[config.mk]
export PLATFORM = sky130hd
export DESIGN_NAME = ram_cmd_master_flat
export DESIGN_NICKNAME = d
export VERILOG_FILES = /design/src/rtl/ram_cmd_pkg.sv /design/src/rtl/ram_cmd_master_if.sv /design/src/rtl/ram_cmd_timer.sv /design/src/rtl/ram_cmd_master.sv /design/src/flat_wrapper.sv
export SDC_FILE = /design/constraint.sdc
export NUM_CORES = 1
export LEC_CHECK = 0
export ABC_AREA = 1
export CORE_AREA = 2 2 85 62
export CTS_CLUSTER_SIZE = 12
export DETAILED_ROUTE_END_ITERATION = 7
export DIE_AREA = 0 0 87 64
export PLACE_DENSITY_LB_ADDON = 0.25
export SLEW_MARGIN = 10
export SYNTH_ARGS = -nofsm -noshare
export SYNTH_HDL_FRONTEND = slang
export SYNTH_HIERARCHICAL = 1
export SYNTH_SLANG_ARGS = --single-unit
export TNS_END_PERCENT = 1
[constraint.sdc]
create_clock -name clk -period 2.4 [get_ports clk]
set_input_delay 0.24 -clock clk [delete_from_list [all_inputs] [get_ports clk]]
set_output_delay 0.24 -clock clk [all_outputs]
set_load 0.02 [all_outputs]
[src/rtl/ram_cmd_pkg.sv]
// Shared opcodes, FSM states and default widths for the RAM command master.
package ram_cmd_pkg;

    localparam int DEFAULT_ADDR_SIZE      = 8;
    localparam int DEFAULT_TIMEOUT_CYCLES = 16;
    localparam int OPCODE_W               = 2;

    typedef enum logic [1:0] {
        OP_WR_ADDR = 2'b00,
        OP_WR_DATA = 2'b01,
        OP_RD_ADDR = 2'b10,
        OP_RD_DATA = 2'b11
    } opcode_t;

    typedef enum logic [2:0] {
        ST_IDLE    = 3'd0,
        ST_WR_ADDR = 3'd1,
        ST_WR_DATA = 3'd2,
        ST_RD_ADDR = 3'd3,
        ST_RD_DATA = 3'd4,
        ST_RD_WAIT = 3'd5,
        ST_RESP    = 3'd6
    } state_t;

endpackage

[src/rtl/ram_cmd_master_if.sv]
// Request/response handshake plus the RAM command-word port of the command master.
interface ram_cmd_master_if
    import ram_cmd_pkg::*;
#(
    parameter int ADDR_SIZE = DEFAULT_ADDR_SIZE
);

    logic                   req_valid;
    logic                   req_ready;
    logic                   req_write;
    logic [ADDR_SIZE-1:0]   req_addr;
    logic [ADDR_SIZE-1:0]   req_wdata;

    logic                   resp_valid;
    logic                   resp_ready;
    logic [ADDR_SIZE-1:0]   resp_rdata;
    logic                   resp_err;

    logic [ADDR_SIZE+1:0]   ram_din;
    logic                   ram_rx_valid;
    logic [ADDR_SIZE-1:0]   ram_dout;
    logic                   ram_tx_valid;

    modport master (
        input  req_valid, req_write, req_addr, req_wdata, resp_ready, ram_dout, ram_tx_valid,
        output req_ready, resp_valid, resp_rdata, resp_err, ram_din, ram_rx_valid
    );

    modport slave (
        output req_valid, req_write, req_addr, req_wdata, resp_ready, ram_dout, ram_tx_valid,
        input  req_ready, resp_valid, resp_rdata, resp_err, ram_din, ram_rx_valid
    );

endinterface

[src/rtl/ram_cmd_timer.sv]
// Read-wait timeout counter: cleared outside the wait, counts wait cycles without data.
module ram_cmd_timer
    import ram_cmd_pkg::*;
#(
    parameter int TIMEOUT_CYCLES = DEFAULT_TIMEOUT_CYCLES
) (
    input  logic clk,
    input  logic rst_n,
    input  logic clear,
    input  logic enable,
    output logic expired
);

    localparam int              CNT_W    = $clog2(TIMEOUT_CYCLES + 1);
    localparam logic [CNT_W-1:0] LAST_CNT = CNT_W'(TIMEOUT_CYCLES - 1);
    localparam logic [CNT_W-1:0] MAX_CNT  = CNT_W'(TIMEOUT_CYCLES);

    logic [CNT_W-1:0] count_r;

    // wait-cycle counter, saturating at TIMEOUT_CYCLES
    always_ff @(posedge clk) begin
        if (!rst_n) begin
            count_r <= {CNT_W{1'b0}};
        end else if (clear) begin
            count_r <= {CNT_W{1'b0}};
        end else if (enable && (count_r != MAX_CNT)) begin
            count_r <= count_r + CNT_W'(1);
        end else begin
            count_r <= count_r;
        end
    end

    // high during the last permitted wait cycle: one more empty cycle reaches the limit
    assign expired = (count_r == LAST_CNT);

endmodule

[src/rtl/ram_cmd_master.sv]
// Turns single read/write requests into RAM command words, waits for read data with a
// timeout and returns one response per request; repeated write addresses are not re-sent.
module ram_cmd_master
    import ram_cmd_pkg::*;
#(
    parameter int TIMEOUT_CYCLES = DEFAULT_TIMEOUT_CYCLES,
    parameter int ADDR_SIZE      = DEFAULT_ADDR_SIZE
) (
    input  logic                  clk,
    input  logic                  rst_n,
    ram_cmd_master_if.master      bus
);

    localparam int WORD_W = ADDR_SIZE + OPCODE_W;

    function automatic logic [WORD_W-1:0] cmd_word(input opcode_t op,
                                                   input logic [ADDR_SIZE-1:0] payload);
        return {op, payload};
    endfunction

    state_t                 state_r;
    state_t                 state_next_s;

    logic [ADDR_SIZE-1:0]   req_addr_r;
    logic [ADDR_SIZE-1:0]   req_wdata_r;
    logic [ADDR_SIZE-1:0]   cache_addr_r;
    logic                   cache_valid_r;

    logic [WORD_W-1:0]      ram_din_r;
    logic [WORD_W-1:0]      ram_din_next_s;
    logic                   ram_rx_valid_r;
    logic                   ram_rx_valid_next_s;
    logic                   resp_valid_r;
    logic [ADDR_SIZE-1:0]   resp_rdata_r;
    logic [ADDR_SIZE-1:0]   resp_rdata_next_s;
    logic                   resp_err_r;
    logic                   resp_err_next_s;

    logic                   accept_s;
    logic                   cache_hit_s;
    logic                   timer_clear_s;
    logic                   timer_enable_s;
    logic                   timer_expired_s;

    assign accept_s    = (state_r == ST_IDLE) && bus.req_valid;
    assign cache_hit_s = cache_valid_r && (cache_addr_r == bus.req_addr);

    ram_cmd_timer #(
        .TIMEOUT_CYCLES (TIMEOUT_CYCLES)
    ) u_timer (
        .clk     (clk),
        .rst_n   (rst_n),
        .clear   (timer_clear_s),
        .enable  (timer_enable_s),
        .expired (timer_expired_s)
    );

    // next state plus the next value of every registered output
    always_comb begin
        state_next_s        = state_r;
        ram_din_next_s      = {WORD_W{1'b0}};
        ram_rx_valid_next_s = 1'b0;
        resp_rdata_next_s   = {ADDR_SIZE{1'b0}};
        resp_err_next_s     = 1'b0;
        timer_clear_s       = 1'b1;
        timer_enable_s      = 1'b0;

        case (state_r)
            ST_IDLE: begin
                if (bus.req_valid) begin
                    ram_rx_valid_next_s = 1'b1;
                    if (!bus.req_write) begin
                        state_next_s   = ST_RD_ADDR;
                        ram_din_next_s = cmd_word(OP_RD_ADDR, bus.req_addr);
                    end else if (cache_hit_s) begin
                        state_next_s   = ST_WR_DATA;
                        ram_din_next_s = cmd_word(OP_WR_DATA, bus.req_wdata);
                    end else begin
                        state_next_s   = ST_WR_ADDR;
                        ram_din_next_s = cmd_word(OP_WR_ADDR, bus.req_addr);
                    end
                end else begin
                    state_next_s = ST_IDLE;
                end
            end
            ST_WR_ADDR: begin
                state_next_s        = ST_WR_DATA;
                ram_rx_valid_next_s = 1'b1;
                ram_din_next_s      = cmd_word(OP_WR_DATA, req_wdata_r);
            end
            ST_WR_DATA: begin
                state_next_s = ST_RESP;
            end
            ST_RD_ADDR: begin
                state_next_s        = ST_RD_DATA;
                ram_rx_valid_next_s = 1'b1;
                ram_din_next_s      = cmd_word(OP_RD_DATA, {ADDR_SIZE{1'b0}});
            end
            ST_RD_DATA: begin
                state_next_s = ST_RD_WAIT;
            end
            ST_RD_WAIT: begin
                timer_clear_s = 1'b0;
                if (bus.ram_tx_valid) begin
                    state_next_s      = ST_RESP;
                    resp_rdata_next_s = bus.ram_dout;
                end else if (timer_expired_s) begin
                    timer_enable_s  = 1'b1;
                    state_next_s    = ST_RESP;
                    resp_err_next_s = 1'b1;
                end else begin
                    timer_enable_s = 1'b1;
                    state_next_s   = ST_RD_WAIT;
                end
            end
            ST_RESP: begin
                if (bus.resp_ready) begin
                    state_next_s = ST_IDLE;
                end else begin
                    state_next_s      = ST_RESP;
                    resp_rdata_next_s = resp_rdata_r;
                    resp_err_next_s   = resp_err_r;
                end
            end
            default: begin
                state_next_s = ST_IDLE;
            end
        endcase
    end

    // state register and registered outputs
    always_ff @(posedge clk) begin
        if (!rst_n) begin
            state_r        <= ST_IDLE;
            ram_din_r      <= {WORD_W{1'b0}};
            ram_rx_valid_r <= 1'b0;
            resp_valid_r   <= 1'b0;
            resp_rdata_r   <= {ADDR_SIZE{1'b0}};
            resp_err_r     <= 1'b0;
        end else begin
            state_r        <= state_next_s;
            ram_din_r      <= ram_din_next_s;
            ram_rx_valid_r <= ram_rx_valid_next_s;
            resp_valid_r   <= (state_next_s == ST_RESP);
            resp_rdata_r   <= resp_rdata_next_s;
            resp_err_r     <= resp_err_next_s;
        end
    end

    // request latch and write-address cache; the cache follows issued WR_ADDR words only
    always_ff @(posedge clk) begin
        if (!rst_n) begin
            req_addr_r    <= {ADDR_SIZE{1'b0}};
            req_wdata_r   <= {ADDR_SIZE{1'b0}};
            cache_addr_r  <= {ADDR_SIZE{1'b0}};
            cache_valid_r <= 1'b0;
        end else begin
            if (accept_s) begin
                req_addr_r  <= bus.req_addr;
                req_wdata_r <= bus.req_wdata;
            end else begin
                req_addr_r  <= req_addr_r;
                req_wdata_r <= req_wdata_r;
            end
            if (state_r == ST_WR_ADDR) begin
                cache_addr_r  <= req_addr_r;
                cache_valid_r <= 1'b1;
            end else begin
                cache_addr_r  <= cache_addr_r;
                cache_valid_r <= cache_valid_r;
            end
        end
    end

    // ready is held low while reset is asserted so no request is taken during reset
    assign bus.req_ready    = rst_n && (state_r == ST_IDLE);
    assign bus.resp_valid   = resp_valid_r;
    assign bus.resp_rdata   = resp_rdata_r;
    assign bus.resp_err     = resp_err_r;
    assign bus.ram_din      = ram_din_r;
    assign bus.ram_rx_valid = ram_rx_valid_r;

endmodule
[src/flat_wrapper.sv]
// flat-port wrapper written by rule: the top's interface ports become plain ports
module ram_cmd_master_flat import ram_cmd_pkg::*;
#(
    parameter int TIMEOUT_CYCLES = DEFAULT_TIMEOUT_CYCLES,
    parameter int ADDR_SIZE      = DEFAULT_ADDR_SIZE
)
  (clk, rst_n, bus_req_valid, bus_req_write, bus_req_addr, bus_req_wdata, bus_resp_ready, bus_ram_dout, bus_ram_tx_valid, bus_req_ready, bus_resp_valid, bus_resp_rdata, bus_resp_err, bus_ram_din, bus_ram_rx_valid);
  ram_cmd_master_if #(.ADDR_SIZE(ADDR_SIZE)) bus_i ();
  input  logic clk;
  input  logic rst_n;
  input wire logic [$bits(bus_i.req_valid)-1:0] bus_req_valid;
  input wire logic [$bits(bus_i.req_write)-1:0] bus_req_write;
  input wire logic [$bits(bus_i.req_addr)-1:0] bus_req_addr;
  input wire logic [$bits(bus_i.req_wdata)-1:0] bus_req_wdata;
  input wire logic [$bits(bus_i.resp_ready)-1:0] bus_resp_ready;
  input wire logic [$bits(bus_i.ram_dout)-1:0] bus_ram_dout;
  input wire logic [$bits(bus_i.ram_tx_valid)-1:0] bus_ram_tx_valid;
  output wire logic [$bits(bus_i.req_ready)-1:0] bus_req_ready;
  output wire logic [$bits(bus_i.resp_valid)-1:0] bus_resp_valid;
  output wire logic [$bits(bus_i.resp_rdata)-1:0] bus_resp_rdata;
  output wire logic [$bits(bus_i.resp_err)-1:0] bus_resp_err;
  output wire logic [$bits(bus_i.ram_din)-1:0] bus_ram_din;
  output wire logic [$bits(bus_i.ram_rx_valid)-1:0] bus_ram_rx_valid;
  assign bus_i.req_valid = bus_req_valid;
  assign bus_i.req_write = bus_req_write;
  assign bus_i.req_addr = bus_req_addr;
  assign bus_i.req_wdata = bus_req_wdata;
  assign bus_i.resp_ready = bus_resp_ready;
  assign bus_i.ram_dout = bus_ram_dout;
  assign bus_i.ram_tx_valid = bus_ram_tx_valid;
  assign bus_req_ready = bus_i.req_ready;
  assign bus_resp_valid = bus_i.resp_valid;
  assign bus_resp_rdata = bus_i.resp_rdata;
  assign bus_resp_err = bus_i.resp_err;
  assign bus_ram_din = bus_i.ram_din;
  assign bus_ram_rx_valid = bus_i.ram_rx_valid;
  ram_cmd_master #(.TIMEOUT_CYCLES(TIMEOUT_CYCLES), .ADDR_SIZE(ADDR_SIZE)) u_core (.clk(clk), .rst_n(rst_n), .bus(bus_i));
endmodule
==> results of run 1 <==
==> cell usage in the layout, fill, tap and decap left out <==
cell / instances
nor2_4: 1
dfxtp_1: 54
nand3_1: 13
nand3b_1: 1
a31oi_1: 1
nand2_2: 3
o21a_1: 1
a21boi_0: 1
clkbuf_8: 6
nand2_1: 91
xor2_1: 1
a21oi_1: 49
nand4_1: 1
nand3_4: 1
or2_0: 1
and3_1: 1
buf_4: 4
ha_1: 3
inv_1: 27
inv_8: 1
clkinv_1: 1
nand3_2: 2
nor3_1: 3
o21ai_0: 15
nor2_1: 17
inv_2: 4
nor2_2: 1
clkdlybuf4s50_1: 51
nand2_4: 2
a21oi_2: 2
o21ai_1: 2
nor4_1: 1
==> worst min-delay path, stage by stage (launching register included) <==
cell and delay, ps:
dfxtp_1 310, nand2_1 60, a21oi_1 50
==> metal layers <==
metal / vias to the layer above / global-route usage (%) / part of all wire [%]
met2: 47 / 26.9 / 41
met3: 4 / 4.65 / 5.7
met5: - / 0 / 0
li1: 1099 / - / -
met1: 911 / 26.9 / 53
met4: 0 / 5.86 / 1.1
==> cells by family after synthesis <==
kind of cell / after synthesis / share of synthesized area [%]
simple gates: 139 / 26.7
compound gates: 71 / 16.0
flops: 54 / 47.0
buf+inv: 43 / 8.26
fa+ha+maj: 3 / 1.63
xor+xnor: 1 / 0.381
==> worst min-delay path by stage <==
stage                               endpoint  slack, ps
floorplan             u_core/cache_addr_r[6]        380
global placement        u_core/cache_valid_r        450
detailed placement  u_core/bus.resp_rdata[4]        450
CTS                 u_core/bus.resp_rdata[4]        470
global route        u_core/bus.resp_rdata[5]        490
finish                   u_core/bus.resp_err        460
==> area by class of cell <==
class / instances / area share (%)
inverter: 33 / 4.47
sequential: 54 / 36.8
tap: 57 / 2.43
timing repair buffer: 55 / 18.4
multi-input combinational: 214 / 35.1
clock buffer: 6 / 2.81
==> state kept, by name (all words and copies together) (netlist names), 3 cells and up <==
name                    cells
u_core/cache_addr_r         8
u_core/bus.ram_din         10
u_core/u_timer/count_r      5
u_core/req_wdata_r          8
u_core/bus.resp_rdata       8
u_core/req_addr_r           8
u_core/state_r              3
==> metrics by stage <==
stage	util, %	setup WS, ps	hold slack (ps)	instance area, sq um
global route	62.4	436	493	2940
finish	62.4	493	464	2940
floorplan	-	833	378	2300
global placement	60.7	495	449	2850
CTS	62.4	483	466	2940
detailed placement	60.7	483	453	2850
==> report_power, final <==
part,switching (mW),internal (mW),leakage [nW]
clock network,0.267,0.223,0.0431
logic,0.576,0.350,0.697
registers,0.0914,1.09,0.441
==> flow_summary_export.csv, run 1 <==
group,metric,value,unit
critical_path,worstSetupEndpointType,"output port",
critical_path,cp_slowest_cell,"clkdlybuf4s50_1",
floorplan,core_area,4700,sq um
cts,cts_setup_buffers,0,
hold_path,hp-class,"register to register",
critical_path,cp.depth,4,
outcome,status,"completed",
grt,grt_max_degree,31,
sta,hold_viol_final,0,
grt,grt_use_total,18.6,%
cts,cts.clk_slew.worst_paths,80,ps
cts,cts_tree,"built",
sta,max_freq,524,MHz
pwr,ir_drop,0.413,mV
route,vias,2061,
route,first_pass_iters,4,
yosys,synth_area_per_cell,7.40,sq um
grt,grt-ovfl-total,0,
floorplan,rows,21,
yosys,synthMostInstantiatedCell,"nand2_1",
critical_path,ff2ff_setup_slack,660,ps
critical_path,required,2160,ps
placed_design,hpwl,3.50,mm
cts,htree_levels,2,
yosys,synth-main-ff-cell,"dfxtp_1",
floorplan,dieWidth,87,microns
yosys,ys_ff_latch,54,
yosys,synth_edf_count,0,
run,maxCapViolations,0,
route,wl_per_cell,11.5,microns
cts,postCtsHoldBufs,0,
yosys,yosys_warnings,6,
pwr,p_leak,1.18,nW
hold_path,min_from,"u_core/bus.resp_err",
hold_path,hold_depth,2,
cts,root_buffer,"clkbuf_8",
cells_and_area,area_growth_syn_to_layout,27.6,%
cells_and_area,fin_nets,396,
sta,fin_crit,1910,ps
yosys,synth_cells,311,
cells_and_area,diodes,0,
placed_design,place_congestion,0.787,
floorplan,io_pins,52,
route,postRouteAntennaNets,0,
critical_path,crit_chain,"clkdlybuf4s50_1 -> inv_1 -> nor3_1 -> clkdlybuf4s50_1",
critical_path,critical_path_buf_inv_count,3,
yosys,ys_seq_area_share,47.0,%
sta,drv_slew,0,
yosys,async_reset_ff_share,0,%
critical_path,cp-startpoint,"rst_n",
yosys,synth_common_cells,"91 x nand2_1, 54 x dfxtp_1, 49 x a21oi_1, 27 x inv_1, 17 x nor2_1",
critical_path,start_kind,"primary input",
cells_and_area,ff_latch_area,1080,sq um
critical_path,r2r_end,"u_core/bus.resp_valid",
sta,tns,0,ps
sta,period_share,79.5,%
grt,grt_pass1_wl,8.18,mm
sta,slew_headroom,76.5,%
critical_path,critPathKind,"primary input to output port",
cells_and_area,drive_above_1_share,7.46,%
sta,tightest_slew,349,ps
sta,setup_viol,0,
route,drc,0,
critical_path,reg2reg_depth,7,
cells_and_area,final_cell_count_no_fill,419,
cells_and_area,fill_cells,415,
grt,antenna_found_initial,0,
yosys,synth.net_count,344,
cts,clk_latency,300,ps
yosys,synth_area,2300,sq um
placed_design,port_buffers,51,
cts,cts_resized,0,
sta,skew,5.81,ps
critical_path,critical_path.top_delay_family,"buffers and inverters",
critical_path,slowest_delay,650,ps
grt,grt_pass1_vias,1816,
floorplan,die_h,64,microns
critical_path,arrival,1670,ps
route,via_per_inst,4.92,
route,wl,4.81,mm
cts,numCtsBuffers,5,
critical_path,critPathMaxFanout,2,
cts,cts_buffer_depth,2,
cells_and_area,multiInputGateArea,1030,sq um
yosys,ys_types,34,
yosys,synth_top_cell_by_area,"dfxtp_1",
pwr,power,2.60,mW
route,drt_iter0_drc,97,
floorplan,start_util,48.9,%
cts,numClockSinks,54,
critical_path,r2r_start,"u_core/u_timer/count_r[0]",
critical_path,crit_path_frequent_cell,"clkdlybuf4s50_1",
yosys,ys_top_cells_by_area,"dfxtp_1 47%, nand2_1 15%, a21oi_1 11%",
critical_path,critPathCapture,"bus_req_ready",
placed_design,dp.cells,413,
floorplan,dieArea,5570,sq um
yosys,synth_top_area_share,47.0,%
sta,rsz0062_at_grt,"false",
pwr,p_per_area,885,nW/um^2
Note: power is estimated with default switching activity, not from simulation.
==> inputs of run 2 (changes only) <==
--- a/config.mk
+++ b/config.mk
@@ -6,10 +6,10 @@
 export NUM_CORES = 1
 export LEC_CHECK = 0
 export ABC_AREA = 1
-export CORE_AREA = 2 2 85 62
+export CORE_AREA = 2 2 85 63
 export CTS_CLUSTER_SIZE = 12
 export DETAILED_ROUTE_END_ITERATION = 7
-export DIE_AREA = 0 0 87 64
+export DIE_AREA = 0 0 87 65
 export PLACE_DENSITY_LB_ADDON = 0.25
 export SLEW_MARGIN = 10
 export SYNTH_ARGS = -nofsm -noshare
==> constraint.sdc (replaced) <==
create_clock -name clk -period 1.9 [get_ports clk]
set_input_delay 0.19 -clock clk [delete_from_list [all_inputs] [get_ports clk]]
set_output_delay 0.19 -clock clk [all_outputs]
set_load 0.02 [all_outputs]
==> run 2 against run 1 <==
Against the previous run:
- design area grew 0.98%
- register-to-register slack worse by 420 ps
- total power grew 28%
- critical path depth up 3
- die area up 1.6%
- count of clock-buffer cells in the layout increased by 1
- flip-flop and latch count stayed put
- largest cell class unchanged
- worst setup slack got worse by 260 ps
- non-clock buffer count increased by 3
- global-route usage rose by 1.2 points
- via count up 2.6%
- cell count is 1.7% higher
==> flow_summary_export.csv, run 2 (synthesis results as in run 1) <==
group,metric,value,unit
floorplan,dieWidth,87,microns
floorplan,dieArea,5660,sq um
critical_path,critPathMaxFanout,5,
cts,numClockSinks,54,
sta,drv_slew,0,
route,drc,0,
critical_path,cp_slowest_cell,"dfxtp_1",
sta,slew_headroom,73.8,%
cts,cts_buffer_depth,2,
sta,rsz0062_at_grt,"false",
critical_path,r2r_end,"u_core/bus.resp_valid",
cells_and_area,area_growth_syn_to_layout,28.9,%
route,wl_per_cell,12.2,microns
outcome,status,"completed",
floorplan,rows,22,
critical_path,cp.depth,7,
critical_path,critPathCapture,"u_core/bus.resp_valid",
sta,fin_crit,1660,ps
critical_path,start_kind,"register",
pwr,power,3.32,mW
placed_design,port_buffers,51,
critical_path,arrival,1840,ps
critical_path,crit_chain,"ha_1 -> and3_1 -> ha_1 -> nor2_1 -> nor2_1 -> nor4_2 -> a21oi_1",
cells_and_area,final_cell_mix,"91 x nand2_1, 54 x dfxtp_1, 50 x clkdlybuf4s50_1, 49 x a21oi_1, 27 x inv_1",
sta,period_share,87.6,%
cells_and_area,drive_above_1_share,8.20,%
cts,cts.clk_slew.worst_paths,90,ps
cts,htree_levels,2,
cts,numCtsBuffers,5,
critical_path,ff2ff_setup_slack,240,ps
critical_path,critPathKind,"register to register",
cells_and_area,fin_nets,399,
placed_design,place_congestion,0.825,
grt,grt_use_total,19.8,%
critical_path,critical_path_buf_inv_count,0,
critical_path,worstSetupEndpointType,"register",
floorplan,die_h,65,microns
cts,cts_tree,"built",
sta,max_freq,601,MHz
floorplan,io_pins,52,
route,wl,5.20,mm
pwr,p_per_area,1120,nW/um^2
sta,skew,9.69,ps
route,first_pass_iters,4,
critical_path,required,2080,ps
route,via_per_inst,4.96,
grt,antenna_found_initial,0,
grt,grt_max_degree,31,
cts,clk_latency,300,ps
route,vias,2115,
pwr,p_leak,1.21,nW
placed_design,hpwl,3.70,mm
floorplan,start_util,46.7,%
route,postRouteAntennaNets,0,
sta,hold_viol_final,0,
cells_and_area,mostFrequentLayoutCell,"nand2_1",
hold_path,hp-class,"primary input to register",
critical_path,critical_path.top_delay_family,"simple AND/OR/NAND/NOR gates",
run,maxCapViolations,0,
grt,grt_pass1_wl,8.89,mm
cells_and_area,diodes,0,
floorplan,core_area,4930,sq um
grt,grt_pass1_vias,2012,
sta,tns,0,ps
critical_path,reg2reg_depth,7,
cells_and_area,largest_reg_flops,10,
critical_path,cp-startpoint,"u_core/u_timer/count_r[0]",
pwr,ir_drop,0.578,mV
grt,grt-ovfl-total,0,
critical_path,r2r_start,"u_core/u_timer/count_r[0]",
critical_path,slowest_delay,350,ps
sta,tightest_slew,389,ps
cts,cts_setup_buffers,0,
sta,setup_viol,0,
cts,root_buffer,"clkbuf_8",
route,drt_iter0_drc,83,
run 2: cell types whose count changed in the layout (fill, tap and decap cells not counted):
cell	change
buf_4	+3
clkbuf_1	+2
clkbuf_8	-1
clkdlybuf4s50_1	-1
dlymetal6s2s_1	+1
nor4_1	-1
nor4_2	+1
run 2: worst min-delay path by stage:
stage	from	endpoint	slack [ps]	cells after the start
after floorplan	rst_n	u_core/cache_addr_r[6]	330	2
after global placement	u_core/cache_valid_r	u_core/cache_valid_r	450	2
after detailed placement	u_core/cache_valid_r	u_core/cache_valid_r	450	2
after CTS	bus_req_wdata[7]	u_core/req_wdata_r[7]	460	3
after global routing	bus_ram_dout[4]	u_core/bus.resp_rdata[4]	470	3
final	bus_req_wdata[7]	u_core/req_wdata_r[7]	460	3
run 2: layer usage:
metal,part of all wire (%),global-route usage (%),up-vias,routed length (microns)
met1,50,27.7,942,2590
met5,0,0,-,0
met4,0.65,4.69,0,34
met2,43,30.9,63,2230
met3,6.7,4.46,5,347
li1,-,-,1105,-
run 2: per-stage QoR:
step                std cells  setup slack, ps  util (%)  instance area (sq um)  hold WS (ps)
finish                    426              236      60.2                   2970           460
global route              426             81.6      60.2                   2970           465
CTS                       426             28.8      60.0                   2960           455
detailed placement        419             71.6      58.5                   2880           452
global placement          419             87.8      58.5                   2880           448
floorplan                 311              333         -                   2300           328
run 2: area by class of cell:
| type | instances | area [sq um] |
|---|---|---|
| inverter | 33 | 131 |
| multi-input combinational | 214 | 1040 |
| tap | 60 | 75.1 |
| clock buffer | 7 | 76.3 |
| fill | 449 | 1960 |
| timing repair buffer | 58 | 566 |
| sequential | 54 | 1080 |
run 2: what timing repair did:
| item | in CTS | in global routing |
|---|---|---|
| endpoints found under the setup margin | 0 | 2 |
| resized for setup | 0 | 2 |
| hold buffers | 0 | 0 |
run 2: worst reg2reg max path, stage by stage (launching register included):
cell and delay, ps:
dfxtp_1 350, ha_1 230, and3_1 190, ha_1 200, nor2_1 120, nor2_1 70
nor4_2 260, a21oi_1 120
run 2: power breakdown:
part | leakage, nW | internal [mW] | switching [mW]
Combinational | 0.726 | 0.460 | 0.751
Clock | 0.0383 | 0.255 | 0.348
Sequential | 0.441 | 1.38 | 0.127
==> inputs of run 3 (changes only) <==
--- a/config.mk
+++ b/config.mk
@@ -6,10 +6,12 @@
 export NUM_CORES = 1
 export LEC_CHECK = 0
 export ABC_AREA = 1
+export CAP_MARGIN = 20
 export CORE_AREA = 2 2 85 63
 export CTS_CLUSTER_SIZE = 12
 export DETAILED_ROUTE_END_ITERATION = 7
 export DIE_AREA = 0 0 87 65
+export MAX_ROUTING_LAYER = met4
 export PLACE_DENSITY_LB_ADDON = 0.25
 export SLEW_MARGIN = 10
 export SYNTH_ARGS = -nofsm -noshare
==> run 3 against run 2 <==
Against the previous run:
- count of clock-buffer cells in the layout unchanged
- largest cell class unchanged
- global-route usage up 0.54 points
- clock skew down 1.5 ps
==> flow_summary_export.csv, run 3 (synthesis results as in run 1) <==
group,metric,value,unit
grt,grt_max_degree,31,
sta,fin_crit,1660,ps
pwr,ir_drop,0.578,mV
cells_and_area,final_cell_mix,"91 x nand2_1, 54 x dfxtp_1, 50 x clkdlybuf4s50_1, 49 x a21oi_1, 27 x inv_1",
sta,rsz0062_at_grt,"false",
sta,setup_viol,0,
sta,slew_headroom,73.8,%
pwr,p_per_area,1120,nW/um^2
placed_design,port_buffers,51,
grt,grt-ovfl-total,0,
grt,antenna_found_initial,0,
route,drt_iter0_drc,98,
cells_and_area,mostFrequentLayoutCell,"nand2_1",
placed_design,dp.cells,419,
route,postRouteAntennaNets,0,
pwr,p_leak,1.21,nW
hold_path,min_from,"bus_req_wdata[7]",
cells_and_area,largest_reg_flops,10,
critical_path,cp_slowest_cell,"dfxtp_1",
sta,tns,0,ps
critical_path,critPathMaxFanout,5,
route,first_pass_iters,4,
hold_path,hp-class,"primary input to register",
cts,clk_latency,300,ps
sta,period_share,87.6,%
floorplan,dieArea,5660,sq um
placed_design,place_congestion,0.837,
route,via_per_inst,4.94,
sta,drv_slew,0,
critical_path,crit_chain,"ha_1 -> and3_1 -> ha_1 -> nor2_1 -> nor2_1 -> nor4_2 -> a21oi_1",
cts,cts.clk_slew.worst_paths,90,ps
critical_path,start_kind,"register",
floorplan,core_area,4930,sq um
critical_path,arrival,1840,ps
sta,hold_viol_final,0,
critical_path,critPathKind,"register to register",
route,wl_per_cell,12.2,microns
grt,grt_use_total,20.3,%
cts,cts_buffer_depth,2,
floorplan,dieWidth,87,microns
critical_path,required,2080,ps
outcome,status,"completed",
cts,numClockSinks,54,
floorplan,rows,22,
critical_path,cp-startpoint,"u_core/u_timer/count_r[0]",
route,vias,2106,
placed_design,hpwl,3.70,mm
route,drc,0,
critical_path,r2r_start,"u_core/u_timer/count_r[0]",
route,wl,5.21,mm
critical_path,worstSetupEndpointType,"register",
cts,cts_tree,"built",
cts,htree_levels,2,
sta,tightest_slew,390,ps
grt,grt_pass1_wl,8.89,mm
floorplan,io_pins,52,
cells_and_area,final_cell_count_no_fill,426,
floorplan,die_h,65,microns
cells_and_area,area_growth_syn_to_layout,28.9,%
floorplan,start_util,46.7,%
run,maxCapViolations,0,
cts,postCtsHoldBufs,0,
critical_path,slowest_delay,350,ps
sta,max_freq,601,MHz
sta,skew,8.16,ps
grt,grt_pass1_vias,2012,
cells_and_area,drive_above_1_share,8.20,%
cells_and_area,fin_nets,399,
cells_and_area,diodes,0,
cts,root_buffer,"clkbuf_8",
cts,numCtsBuffers,5,
[run 3: worst max-delay path, delay by kind of cell (launching register included)]
kind / cells / cell delay [ps]
AO/OA/AOI/OAI: 1 / 120
AND/OR/NAND/NOR: 4 / 630
adder cells (fa/ha/maj): 2 / 430
flip-flops: 1 / 350
[run 3: area by class of cell]
| cell class | instances | area (sq um) |
|---|---|---|
| Clock buffer | 7 | 76.3 |
| Fill cell | 449 | 1960 |
| Inverter | 33 | 131 |
| Multi-Input combinational cell | 214 | 1040 |
| Sequential cell | 54 | 1080 |
| Tap cell | 60 | 75.1 |
| Timing Repair Buffer | 58 | 566 |
[run 3: path summary, 6_finish.rpt]
| check | to | slack (ps) | depth (start not counted) |
|---|---|---|---|
| worst min register to register | u_core/cache_valid_r | 460 | 2 |
| worst max register to register | u_core/bus.resp_valid | 240 | 7 |
| worst min-delay path | u_core/req_wdata_r[7] | 460 | 3 |
| worst max-delay path | u_core/bus.resp_valid | 240 | 7 |
[run 3: report_power, final]
group / internal (mW) / leakage, nW / switching (mW)
logic: 0.460 / 0.726 / 0.752
clock network: 0.255 / 0.0383 / 0.343
registers: 1.38 / 0.441 / 0.127
total: 2.09 / 1.21 / 1.22
[run 3: what timing repair did]
item / 4_1_cts / 5_1_grt
setup endpoints to repair: 0 / 2
setup buffers: 0 / 0
resized for setup: 0 / 2
[run 3: through the flow]
step | utilization (%) | total power [mW] | cell area, sq um | worst slack, ps | hold slack, ps
2_1_floorplan | - | 2.35 | 2300 | 333 | 328
3_3_place_gp | 58.5 | 2.71 | 2880 | 87.8 | 448
3_5_place_dp | 58.5 | 2.73 | 2880 | 71.6 | 452
4_1_cts | 60.0 | 3.33 | 2960 | 28.8 | 455
5_1_grt | 60.2 | 3.56 | 2970 | 81.6 | 467
6_report | 60.2 | 3.32 | 2970 | 236 | 461
[run 3: metal layers]
| metal | track usage, % | share of wire [%] | vias up |
|---|---|---|---|
| met5 | - | 0 | - |
| met1 | 27.8 | 50 | 939 |
| met3 | 4.46 | 6.9 | 5 |
| met4 | 4.69 | 0.65 | 0 |
| met2 | 30.8 | 43 | 58 |
| li1 | - | - | 1104 |
